===== src/rtl/goertzel_pkg.sv =====
// Shared definitions for the Goertzel tone-detect consumer: state encoding,
// default widths and the hysteresis counter width helper.
package goertzel_pkg;

    localparam logic [1:0] ST_IDLE   = 2'd0;
    localparam logic [1:0] ST_SQ_RE  = 2'd1;
    localparam logic [1:0] ST_SQ_IM  = 2'd2;
    localparam logic [1:0] ST_DECIDE = 2'd3;

    typedef enum logic [1:0] {
        IDLE   = ST_IDLE,
        SQ_RE  = ST_SQ_RE,
        SQ_IM  = ST_SQ_IM,
        DECIDE = ST_DECIDE
    } state_e;

    localparam int DEFAULT_IW = 18;
    localparam int DEFAULT_PW = 2 * DEFAULT_IW;

    // Bits needed to count up to the larger of the two debounce limits.
    function automatic int cnt_width(input int hits, input int misses);
        int m;
        m = (hits > misses) ? hits : misses;
        return $clog2(m + 1);
    endfunction

endpackage


===== src/rtl/serial_sq_acc.sv =====
// Serial shift-add squarer: one multiplier bit per step, LSB first, summed
// into a full-width accumulator shared by consecutive operands.
module serial_sq_acc
    import goertzel_pkg::*;
#(
    parameter int IW = DEFAULT_IW,
    parameter int PW = DEFAULT_PW,
    parameter int BW = $clog2(IW)
) (
    input  logic          i_clk,
    input  logic          i_rst_n,
    input  logic          i_clear,
    input  logic          i_load,
    input  logic [IW-1:0] i_load_val,
    input  logic          i_step,
    input  logic [BW-1:0] i_bit_idx,
    output logic [PW-1:0] o_acc
);

    logic [IW-1:0] op_q, op_d;
    logic [PW-1:0] acc_q, acc_d;

    // The step uses the operand held before this edge, so a load may coincide
    // with the final step of the previous operand.
    always_comb begin
        op_d  = op_q;
        acc_d = acc_q;
        if (i_load) begin
            op_d = i_load_val;
        end
        if (i_clear) begin
            acc_d = '0;
        end else if (i_step && op_q[i_bit_idx]) begin
            acc_d = acc_q + (PW'(op_q) << i_bit_idx);
        end
    end

    // NOTE: sequential state uses non-blocking assignments so every flop
    // samples the pre-edge values regardless of statement order.
    always_ff @(posedge i_clk) begin
        if (!i_rst_n) begin
            op_q  <= '0;
            acc_q <= '0;
        end else begin
            op_q  <= op_d;
            acc_q <= acc_d;
        end
    end

    assign o_acc = acc_q;

endmodule


===== src/rtl/goertzel_tone_detect.sv =====
// Goertzel result consumer: serial |X(k)|^2, two-threshold hysteresis with
// consecutive-block debounce, and a sticky overrun flag for dropped strobes.
module goertzel_tone_detect
    import goertzel_pkg::*;
#(
    parameter int IW     = DEFAULT_IW,
    parameter int PW     = 2 * IW,
    parameter int HITS   = 3,
    parameter int MISSES = 3
) (
    input  logic                 i_clk,
    input  logic                 i_rst_n,
    input  logic                 i_data_valid,
    input  logic signed [IW-1:0] i_result_re,
    input  logic signed [IW-1:0] i_result_im,
    input  logic        [PW-1:0] i_thresh_on,
    input  logic        [PW-1:0] i_thresh_off,
    output logic                 o_busy,
    output logic                 o_power_valid,
    output logic        [PW-1:0] o_power,
    output logic                 o_tone,
    output logic                 o_overrun
);

    localparam int BW = $clog2(IW);
    localparam int CW = cnt_width(HITS, MISSES);

    localparam logic [BW-1:0] LAST_BIT = BW'(IW - 1);
    localparam logic [CW-1:0] HITS_C   = CW'(HITS);
    localparam logic [CW-1:0] MISSES_C = CW'(MISSES);

    // Two's-complement magnitude; the most negative value maps to 2^(IW-1).
    function automatic logic [IW-1:0] abs_val(input logic [IW-1:0] x);
        return x[IW-1] ? (~x + 1'b1) : x;
    endfunction

    state_e        state_q, state_d;
    logic [BW-1:0] bit_q, bit_d;
    logic [IW-1:0] im_abs_q, im_abs_d;
    logic [CW-1:0] hit_q, hit_d;
    logic [CW-1:0] miss_q, miss_d;
    logic          tone_q, tone_d;
    logic [PW-1:0] power_q, power_d;
    logic          power_valid_q, power_valid_d;
    logic          overrun_q, overrun_d;

    logic          sq_clear, sq_load, sq_step;
    logic [IW-1:0] sq_load_val;
    logic [PW-1:0] acc;
    logic [IW-1:0] re_abs, im_abs;

    assign re_abs = abs_val(i_result_re);
    assign im_abs = abs_val(i_result_im);

    serial_sq_acc #(
        .IW (IW),
        .PW (PW),
        .BW (BW)
    ) u_sq (
        .i_clk      (i_clk),
        .i_rst_n    (i_rst_n),
        .i_clear    (sq_clear),
        .i_load     (sq_load),
        .i_load_val (sq_load_val),
        .i_step     (sq_step),
        .i_bit_idx  (bit_q),
        .o_acc      (acc)
    );

    // NOTE: every signal gets a default before the case so no path can
    // leave one unassigned and infer a latch.
    always_comb begin
        state_d       = state_q;
        bit_d         = bit_q;
        im_abs_d      = im_abs_q;
        hit_d         = hit_q;
        miss_d        = miss_q;
        tone_d        = tone_q;
        power_d       = power_q;
        power_valid_d = 1'b0;
        overrun_d     = overrun_q | (i_data_valid && (state_q != IDLE));
        sq_clear      = 1'b0;
        sq_load       = 1'b0;
        sq_load_val   = re_abs;
        sq_step       = 1'b0;

        case (state_q)
            IDLE: begin
                if (i_data_valid) begin
                    sq_clear    = 1'b1;
                    sq_load     = 1'b1;
                    sq_load_val = re_abs;
                    im_abs_d    = im_abs;
                    bit_d       = '0;
                    state_d     = SQ_RE;
                end
            end
            SQ_RE: begin
                sq_step = 1'b1;
                if (bit_q == LAST_BIT) begin
                    bit_d       = '0;
                    sq_load     = 1'b1;
                    sq_load_val = im_abs_q;
                    state_d     = SQ_IM;
                end else begin
                    bit_d = bit_q + 1'b1;
                end
            end
            SQ_IM: begin
                sq_step = 1'b1;
                if (bit_q == LAST_BIT) begin
                    bit_d   = '0;
                    state_d = DECIDE;
                end else begin
                    bit_d = bit_q + 1'b1;
                end
            end
            DECIDE: begin
                power_d       = acc;
                power_valid_d = 1'b1;
                state_d       = IDLE;
                // Checking the on-threshold first gives it priority when the
                // thresholds are inverted.
                if (acc >= i_thresh_on) begin
                    hit_d  = (hit_q == HITS_C) ? hit_q : hit_q + 1'b1;
                    miss_d = '0;
                end else if (acc < i_thresh_off) begin
                    miss_d = (miss_q == MISSES_C) ? miss_q : miss_q + 1'b1;
                    hit_d  = '0;
                end else begin
                    hit_d  = '0;
                    miss_d = '0;
                end
                if (hit_d == HITS_C) begin
                    tone_d = 1'b1;
                end else if (miss_d == MISSES_C) begin
                    tone_d = 1'b0;
                end
            end
            default: state_d = IDLE;
        endcase
    end

    always_ff @(posedge i_clk) begin
        if (!i_rst_n) begin
            state_q       <= IDLE;
            bit_q         <= '0;
            im_abs_q      <= '0;
            hit_q         <= '0;
            miss_q        <= '0;
            tone_q        <= 1'b0;
            power_q       <= '0;
            power_valid_q <= 1'b0;
            overrun_q     <= 1'b0;
        end else begin
            state_q       <= state_d;
            bit_q         <= bit_d;
            im_abs_q      <= im_abs_d;
            hit_q         <= hit_d;
            miss_q        <= miss_d;
            tone_q        <= tone_d;
            power_q       <= power_d;
            power_valid_q <= power_valid_d;
            overrun_q     <= overrun_d;
        end
    end

    assign o_busy        = (state_q != IDLE);
    assign o_power_valid = power_valid_q;
    assign o_power       = power_q;
    assign o_tone        = tone_q;
    assign o_overrun     = overrun_q;

endmodule


===== config.mk =====
export PLATFORM = sky130hd
export DESIGN_NAME = goertzel_tone_detect
export DESIGN_NICKNAME = d
export VERILOG_FILES = /design/src/rtl/goertzel_pkg.sv /design/src/rtl/serial_sq_acc.sv /design/src/rtl/goertzel_tone_detect.sv
export SDC_FILE = /design/constraint.sdc
export NUM_CORES = 1
export LEC_CHECK = 0
export BUFFER_PORTS_ARGS = -buffer_cell sky130_fd_sc_hd__buf_2
export CAP_MARGIN = 10
export CORE_MARGIN = 1
export CORE_UTILIZATION = 53
export CTS_CLUSTER_DIAMETER = 30
export DETAILED_ROUTE_END_ITERATION = 7
export PLACE_DENSITY = 0.75
export SYNTH_ARGS = -nofsm -noshare
export SYNTH_HDL_FRONTEND = slang
export SYNTH_HIERARCHICAL = 1
export SYNTH_SLANG_ARGS = --single-unit

===== constraint.sdc =====
create_clock -name i_clk -period 4.2 [get_ports i_clk]
set_clock_uncertainty 0.05 [all_clocks]
set_input_delay 0.21 -clock i_clk [delete_from_list [all_inputs] [get_ports i_clk]]
set_output_delay 0.21 -clock i_clk [all_outputs]
set_load 0.01 [all_outputs]

**Word-level counts from Yosys, hierarchy flattened**

Cells that the tools add are included.

- Register bits after elaboration: 122
- Bits in latches: 0
- Bits in read-only memories: 0
- RAM bits: 0
- Logic and storage cells: 76
- Memories: 0

- Multiplexer cells: 28
- Div/mod/pow operators: 0
- Shift-type cells: 1
- Reduce and logical (&&, ||, !) cells: 12
- $lt $le $gt $ge: 3
- $mul: 0
- Eq/ne operators: 11
- $add $sub $neg: 6
- Bitwise gates (word level): 4

Operator list:

| cell | count |
|---|---|
| $mux W18 | 4 |
| $add A18 B1 Y18 const B | 2 |
| $add A36 B36 Y36 | 1 |
| $ge A36 B36 Y1 | 1 |
| $lt A36 B36 Y1 | 1 |
| $not A18 Y18 | 2 |
| $shl A18 B5 Y36 | 1 |
| $mux W2 | 10 |
| $eq A2 B2 Y1 const B | 6 |
| $mux W5 | 2 |
| $pmux W5 S2 | 1 |
| $mux W1 | 8 |
| $pmux W2 S4 | 1 |
| $lt A5 B6 Y1 const B | 1 |
| $ne A2 B2 Y1 const B | 3 |
| $reduce_and A2 Y1 | 3 |
| $reduce_bool A2 Y1 | 3 |
| $add A5 B1 Y5 const B | 1 |
| $bmux W1 S5 | 1 |
| $eq A5 B5 Y1 const B | 1 |
| $add A2 B1 Y2 const B | 2 |
| $reduce_or A2 Y1 | 2 |
| $reduce_and A3 Y1 | 1 |
| $eq A2 B1 Y1 const B | 1 |
| other kinds (5) | 6 |

**Depth between registers and ports, before layout**

Gate-level depths: netlist (run 1).

- Depth in word-level cells: 8
- Depth in mapped cells: 20

**Hierarchy**

The synthesis (run 1) kept the hierarchy.

By module, submodules not included:

| module | area each (um^2) | cells each | instances | sequential area each (um^2) |
|---|---|---|---|---|
| goertzel_tone_detect | 5286.3 | 654 | 1 | 1361.3 |
| serial_sq_acc | 5073.6 | 658 | 1 | 1081.0 |

**Worst setup path after synthesis (run 1)**

No wires, ideal clock.

- Kind: reg-to-reg
- Start: reg bit_q[0]
- End: reg u_sq.acc_q[28] (netlist: u_sq/o_acc[28])
- Stages on the path, launching flop included: 18
- Data arrival time: 4088 ps
- Period minus slack after synthesis: 4200 ps
- Buffers on the path: 3
- Setup slack: 0 ps
- Setup time: 62 ps
- Cell sequence: dfxtp_1 buf_6 buf_2 buf_1 mux2i_1 mux2i_1 o21ai_0 mux2_2 nor2_1 ha_1 a21o_1 a221oi_1 a21boi_1 o211ai_1 nand3_1 a21oi_1 or4_1 nand3_1

- Cells in the longest elaborated chain, start to end: 3

RTL lines:

| item | RTL line | text |
|---|---|---|
| start, declared | goertzel_tone_detect.sv:38 | `logic [BW-1:0] bit_q, bit_d;` |
| start signal, assigned | goertzel_tone_detect.sv:157 | `bit_q <= bit_d;` |
| branches (longest 3 deep; another with $add A36 B36 Y36) | - |  |
| end signal, assigned | serial_sq_acc.sv:43 | `acc_q <= '0;` |
| end signal, assigned | serial_sq_acc.sv:46 | `acc_q <= acc_d;` |
| end, declared | serial_sq_acc.sv:21 | `logic [PW-1:0] acc_q, acc_d;` |

Several ways; the timed one is not identified. The select of a mux whose other input is x is not followed.
A chain may end at the register's enable or synchronous reset.

**Worst setup path after layout (run 1)**

Ends and elaborated chain as after synthesis.

==> results of run 1 <==
[registers in the layout (all words and copies together), names as in the netlist]
signal / count
o_power: 36
hit_q: 2
o_tone: 1
state_q: 2
u_sq/o_acc: 36
bit_q: 5
u_sq/op_q: 18
o_power_valid: 1
o_overrun: 1
im_abs_q: 18
miss_q: 2
[final cells by class]
type | count | area (um2) | area share (%)
clock buffer | 18 | 439.2 | 3.639
clock inverter | 14 | 137.6 | 1.140
inverter | 95 | 356.6 | 2.955
multi-input combinational | 1034 | 7357 | 60.96
sequential | 122 | 2447 | 20.28
tap | 260 | 325.3 | 2.695
timing repair buffer | 180 | 1006 | 8.335
[timing repair]
action,in CTS,in global routing
gates resized for setup,1,10
gates cloned,0,1
setup endpoints to repair,3,12
[Yosys cell counts, drive strengths merged, types with 11 or more instances]
cell,count
o31ai,14
inv,94
nor2b,70
o211a,15
mux2i,95
xnor2,22
nor2,103
a21o,18
and2,11
xor2,30
clkbuf,46
buf,15
nor3,12
nand3,33
nand4,19
ha,114
nand2,122
a21oi,114
or3,11
a211oi,15
o22ai,14
o21ai,70
dfxtp,122
[tightest hold or removal path: stages]
cell	delay, ns
buf_2	0.13
nand2_1	0.06
a21boi_0	0.07
[stage by stage]
step | instance area [um2] | util [%] | worst slack (ns) | cells
floorplan | 10360 | - | 0.0003197 | 1312
global placement | 11430 | 60.28 | 0.1363 | 1690
detailed placement | 11430 | 60.28 | 0.02723 | 1690
CTS | 12000 | 63.33 | 0.1183 | 1722
global route | 12070 | 63.67 | 0.01279 | 1723
finish | 12070 | 63.67 | 0.1787 | 1723
[report_power, final]
part	switching (mW)	internal, mW	total [mW]
Combinational	0.804	0.590	1.39
Clock	0.596	0.840	1.44
Sequential	0.106	1.26	1.37
[layer usage]
layer	vias to the layer above	routed length, um	global-route usage, %
li1	4982	-	-
met1	4600	12070	34.74
met2	401	13660	49.13
met3	76	1775	4.894
met4	0	1241	14.94
met5	-	0	0
[worst max path at each step]
stage	startpoint	endpoint	slack (ns)	cells past startpoint
detailed placement	bit_q[1]$_SDFFE_PN0P_	u_sq/o_acc[35]$_SDFFE_PP0P_	0.03	14
global placement	bit_q[1]$_SDFFE_PN0P_	u_sq/o_acc[35]$_SDFFE_PP0P_	0.14	14
finish	bit_q[0]$_SDFFE_PN0P_	u_sq/o_acc[28]$_SDFFE_PP0P_	0.18	16
global route	bit_q[0]$_SDFFE_PN0P_	u_sq/o_acc[29]$_SDFFE_PP0P_	0.01	16
CTS	bit_q[0]$_SDFFE_PN0P_	u_sq/o_acc[23]$_SDFFE_PP0P_	0.12	16
floorplan	bit_q[0]$_SDFFE_PN0P_	u_sq/o_acc[28]$_SDFFE_PP0P_	0.0003	17
[kinds of logic after synthesis]
family | share of synthesized area [%]
AND/OR/NAND/NOR | 20.88
AO/OA/AOI/OAI | 19.54
buffers and inverters | 5.785
flip-flops | 23.57
adder cells (fa/ha/maj) | 13.96
multiplexers | 11.86
XOR/XNOR | 4.396
==> flow_metrics.env, run 1 <==
export IMPL_critPathRequiredTime_ns=4.52
export IMPL_core_um2=18960
export IMPL_io_pins=151
export IMPL_relSlewSlack_pct=35.78
export IMPL_synth_seq_cells=122
export IMPL_cp_start_kind="flip-flop"
export IMPL_vias=10060
export IMPL_fmax_ghz=0.2487
export IMPL_synth_edff_count=0
export IMPL_nets=1676
export IMPL_grt_setup_unrepaired="false"
export IMPL_syn_to_final_growth_pct=16.50
export IMPL_clkSlewWorstSetupHoldPaths_ns=0.06
export IMPL_dr_first_iter_drc_count=860
export IMPL_hold_slack_ns=0.03730
export IMPL_grt_usage_pct=28.80
export IMPL_vdd_drop_max_uv=296.6
export IMPL_holdPathStages=3
export IMPL_cpMostUsedCell="a21oi_1"
export IMPL_dieArea_um2=20110
export IMPL_vias_per_cell=5.838
export IMPL_cp_arrival_ns=4.34
export IMPL_antenna_found_initial=0
export IMPL_slowest_stage="or4_1"
export IMPL_synth_area_leaders="dfxtp_1, ha_1, mux2i_1"
export IMPL_gp_congestion=1.042
export IMPL_layout_drive_gt1_share_pct=17.02
export IMPL_crit_type="reg -> reg"
export IMPL_mostFrequentLayoutCells="buf_2, nand2_1, dfxtp_1"
export IMPL_synth_avg_cell_area_um2=7.896
export IMPL_dp_hpwl_um=21850
export IMPL_critical_path_top_delay_family="compound AO/OA/AOI/OAI gates"
export IMPL_wire_per_inst_um=16.68
export IMPL_start_util_pct=54.65
export IMPL_worstMarginPinSlew_ns=0.9610
export IMPL_min_period_ns=4.021
export IMPL_drt_wl_total_um=28750
export IMPL_ys_seq_area_share_pct=23.57
export IMPL_cts_tree="yes"
export IMPL_crit_buf_inv=1
export IMPL_cp_cell_sequence="buf_12 > mux2_2 > nor2_1 > a21oi_1 > mux2_2 > o21ai_0 > o22ai_1 > ha_1 > a21oi_1 > o21bai_1 > a21oi_1 > o21ai_0 > a221oi_2 > a21oi_1 > or4_1 > nand3_1"
export IMPL_overflow=0
export IMPL_route_detailed_drc=0
export IMPL_synth_area_leader_cell="dfxtp_1"
export IMPL_drv_slew=0
export IMPL_grt_pass1_vias=9317
export IMPL_clock_root_buffer="clkbuf_16"
export IMPL_cts_sinks=122
export IMPL_fin_setup_tns_ns=0
export IMPL_cts_buffer_depth=2
export IMPL_run_status="complete, no violations"
export IMPL_yosys_warnings=6
export IMPL_maxCapViolations=0
export IMPL_postRouteAntennaNets=0
export IMPL_nFillCells=1709
export IMPL_regToRegStartpoint="bit_q[0]$_SDFFE_PN0P_"
export IMPL_async_reset_ff_share_pct=0
export IMPL_holdPathEnd="im_abs_q[0]$_SDFFE_PN0P_"
export IMPL_synth_main_ff_cell="dfxtp_1"
export IMPL_min_path_type="in -> reg"
export IMPL_postCtsHoldBufs=0
export IMPL_reg2reg_setup_slack_ns=0.18
export IMPL_final_common_cell="buf_2"
export IMPL_placementRows=50
export IMPL_min_delay_start="i_result_im[0]"
export IMPL_clk_latency_ns=0.43
export IMPL_netlist_instances=1312
export IMPL_total_power_mw=4.196
export IMPL_worstPathMaxFanout=18
export IMPL_finalHoldViolCount=0
export IMPL_synth_cell_types=74
export IMPL_r2r_cells=16
export IMPL_post_route_period_util_pct=95.75
export IMPL_syn_num_nets=1538
export IMPL_setup_viol=0
export IMPL_grt_max_degree=89
export IMPL_port_buffer_count=150
export IMPL_grt_pass1_wl_um=45710
export IMPL_critPathMaxStageDelay_ns=0.51
export IMPL_die_y_um=141.8
export IMPL_first_pass_iters=8
export IMPL_diodes=0
export IMPL_die_w_um=141.8
export IMPL_cts_inserted_buffers=17
export IMPL_syn_area_um2=10360
export IMPL_leakagePower_nw=5.626
export IMPL_synth_top_area_share_pct=23.57
export IMPL_p_per_area_nw_per_um2=347.7
export IMPL_rr_endpoint="u_sq/o_acc[28]$_SDFFE_PP0P_"
export IMPL_h_tree_depth=4
export IMPL_setup_worst_path_end_class="flip-flop"
export IMPL_cts_setup_buffers=0
No activity file was read; power rests on OpenSTA's default activity.
==> inputs of run 2 (changes only) <==
--- a/config.mk
+++ b/config.mk
@@ -7,11 +7,13 @@
 export LEC_CHECK = 0
 export BUFFER_PORTS_ARGS = -buffer_cell sky130_fd_sc_hd__buf_2
 export CAP_MARGIN = 10
-export CORE_MARGIN = 1
-export CORE_UTILIZATION = 53
+export CELL_PAD_IN_SITES_DETAIL_PLACEMENT = 0
+export CELL_PAD_IN_SITES_GLOBAL_PLACEMENT = 1
+export CORE_MARGIN = 5
+export CORE_UTILIZATION = 39
 export CTS_CLUSTER_DIAMETER = 30
 export DETAILED_ROUTE_END_ITERATION = 7
-export PLACE_DENSITY = 0.75
+export PLACE_DENSITY = 0.74
 export SYNTH_ARGS = -nofsm -noshare
 export SYNTH_HDL_FRONTEND = slang
 export SYNTH_HIERARCHICAL = 1
==> run 2 against run 1 <==
Sequential power barely moved. Non-clock buffer count grew 2. Clock power is 20% higher. Register-to-register slack gained 0.06 ns. Total power is 6.8% higher. Setup slack better by 0.056 ns. Global-route usage down 8.7 points. Wire length increased by 7.2%. Cell area grew 1.8%. Via count shrank 2.9%. Sequential share of layout area shrank 0.39 points. Critical endpoint is now u_sq/o_acc[29]$_SDFFE_PP0P_.
==> flow_metrics.env, run 2 (synthesized netlist as in run 1, its figures left out) <==
export IMPL_run_status="complete, no violations"
export IMPL_core_um2=26130
export IMPL_critPathRequiredTime_ns=4.52
export IMPL_dr_first_iter_drc_count=621
export IMPL_start_util_pct=39.64
export IMPL_layout_drive_gt1_share_pct=17.20
export IMPL_final_common_cell="buf_2"
export IMPL_grt_setup_unrepaired="false"
export IMPL_mostFrequentLayoutCells="buf_2, nand2_1, dfxtp_1"
export IMPL_cts_inserted_buffers=17
export IMPL_h_tree_depth=4
export IMPL_min_period_ns=3.966
export IMPL_cpMostUsedCell="and3_1"
export IMPL_regToRegStartpoint="bit_q[0]$_SDFFE_PN0P_"
export IMPL_fmax_ghz=0.2522
export IMPL_cp_arrival_ns=4.28
export IMPL_clkSlewWorstSetupHoldPaths_ns=0.06
export IMPL_die_y_um=173.0
export IMPL_first_pass_iters=5
export IMPL_setup_viol=0
export IMPL_cts_setup_buffers=0
export IMPL_slowest_stage="or4_1"
export IMPL_grt_max_degree=89
export IMPL_busiest_layer="met2"
export IMPL_cts_sinks=122
export IMPL_grt_usage_pct=20.14
export IMPL_cp_cell_sequence="buf_12 > mux2i_2 > nand2_1 > o21ai_0 > nor2_1 > a21oi_2 > mux2i_1 > and2_1 > ha_1 > and3_1 > and3_1 > a21bo_2 > nor4bb_2 > o21ai_2 > and4_1 > or4_1 > nand3_1"
export IMPL_dp_worst_setup_slack_ns=0.08182
export IMPL_post_route_period_util_pct=94.42
export IMPL_finalHoldViolCount=0
export IMPL_dieArea_um2=29920
export IMPL_dp_hpwl_um=24090
export IMPL_vias=9764
export IMPL_die_w_um=173.0
export IMPL_cts_tree="yes"
export IMPL_met2_usage_pct=34.14
export IMPL_grt_pass1_wl_um=49490
export IMPL_leakagePower_nw=5.699
export IMPL_crit_type="reg -> reg"
export IMPL_worstMarginPinSlew_ns=0.9600
export IMPL_overflow=0
export IMPL_vdd_drop_max_uv=214.0
export IMPL_crit_buf_inv=1
export IMPL_syn_to_final_growth_pct=18.60
export IMPL_r2r_cells=17
export IMPL_cp_start_kind="flip-flop"
export IMPL_fin_setup_tns_ns=0
export IMPL_drt_wl_total_um=30820
export IMPL_p_per_area_nw_per_um2=364.8
export IMPL_cts_buffer_depth=2
export IMPL_postCtsHoldBufs=0
export IMPL_placementRows=59
export IMPL_io_pins=151
export IMPL_nets=1678
export IMPL_port_buffer_count=150
export IMPL_rr_endpoint="u_sq/o_acc[29]$_SDFFE_PP0P_"
export IMPL_grt_pass1_vias=9285
export IMPL_postRouteAntennaNets=0
export IMPL_nFillCells=2642
export IMPL_setup_ws_ns=0.2342
export IMPL_grtUsageMet1_pct=26.63
export IMPL_vias_per_cell=5.424
export IMPL_met3_usage_pct=3.559
export IMPL_crit_path_end="u_sq/o_acc[29]$_SDFFE_PP0P_"
export IMPL_min_path_type="in -> reg"
export IMPL_maxCapViolations=0
export IMPL_reg2reg_setup_slack_ns=0.23
export IMPL_clk_latency_ns=0.43
export IMPL_worstPathMaxFanout=22
export IMPL_critPathLaunch="bit_q[0]$_SDFFE_PN0P_"
export IMPL_critical_path_top_delay_family="simple AND/OR/NAND/NOR gates"
export IMPL_wire_per_inst_um=17.12
export IMPL_relSlewSlack_pct=35.84
export IMPL_cts_resized=0
export IMPL_cp_depth=17
export IMPL_route_detailed_drc=0
export IMPL_setup_worst_path_end_class="flip-flop"
export IMPL_total_power_mw=4.482
export IMPL_clock_root_buffer="clkbuf_16"
export IMPL_diodes=0
export IMPL_drv_slew=0
export IMPL_critPathMaxStageDelay_ns=0.51
export IMPL_gp_congestion=0.8970
export IMPL_antenna_found_initial=0
## run 2: worst min-delay path by stage
stage | start | end | depth (start not counted)
global placement | im_abs_q[0]$_SDFFE_PN0P_ | im_abs_q[0]$_SDFFE_PN0P_ | 2
finish | i_data_valid | o_overrun$_SDFF_PN0_ | 3
detailed placement | o_overrun$_SDFF_PN0_ | o_overrun$_SDFF_PN0_ | 2
floorplan | i_rst_n | o_power_valid$_SDFF_PN0_ | 1
global route | i_data_valid | o_overrun$_SDFF_PN0_ | 3
CTS | i_data_valid | o_overrun$_SDFF_PN0_ | 3
## run 2: layout make-up
class / count / area (um2) / area share, %
multi-input combinational: 1034 / 7383 / 60.09
tap: 335 / 419.2 / 3.411
clock inverter: 13 / 237.7 / 1.935
timing repair buffer: 182 / 1003 / 8.167
inverter: 95 / 356.6 / 2.902
clock buffer: 19 / 442.9 / 3.605
sequential: 122 / 2444 / 19.89
## run 2: stage by stage
stage	cells	hold WS, ns	util [%]	instance area, um2
2_1_floorplan	1312	0.3035	-	10360
3_3_place_gp	1768	0.4138	44.17	11540
3_5_place_dp	1768	0.4256	44.17	11540
4_1_cts	1800	0.02556	46.77	12220
5_1_grt	1800	0.05238	47.02	12290
6_report	1800	0.03026	47.02	12290
## run 2: routing by layer
| layer | up-vias | share of wire, % |
|---|---|---|
| li1 | 4975 | - |
| met4 | 0 | 1.6 |
| met2 | 244 | 47 |
| met5 | - | 0 |
| met3 | 26 | 4.6 |
| met1 | 4519 | 46 |
## run 2: power by group
part           leakage, nW  switching, mW  internal (mW)
registers            0.990          0.105           1.26
clock network        0.333          0.594           1.14
logic                 4.38          0.801          0.586
## run 2: worst reg2reg max path, stage by stage (launching register included)
cell and delay (ns):
dfxtp_1 0.40, buf_12 0.21, mux2i_2 0.24, nand2_1 0.07, o21ai_0 0.12, nor2_1 0.10
a21oi_2 0.17, mux2i_1 0.11, and2_1 0.19, ha_1 0.34, and3_1 0.23, and3_1 0.22
a21bo_2 0.21, nor4bb_2 0.25, o21ai_2 0.17, and4_1 0.24, or4_1 0.51, nand3_1 0.09
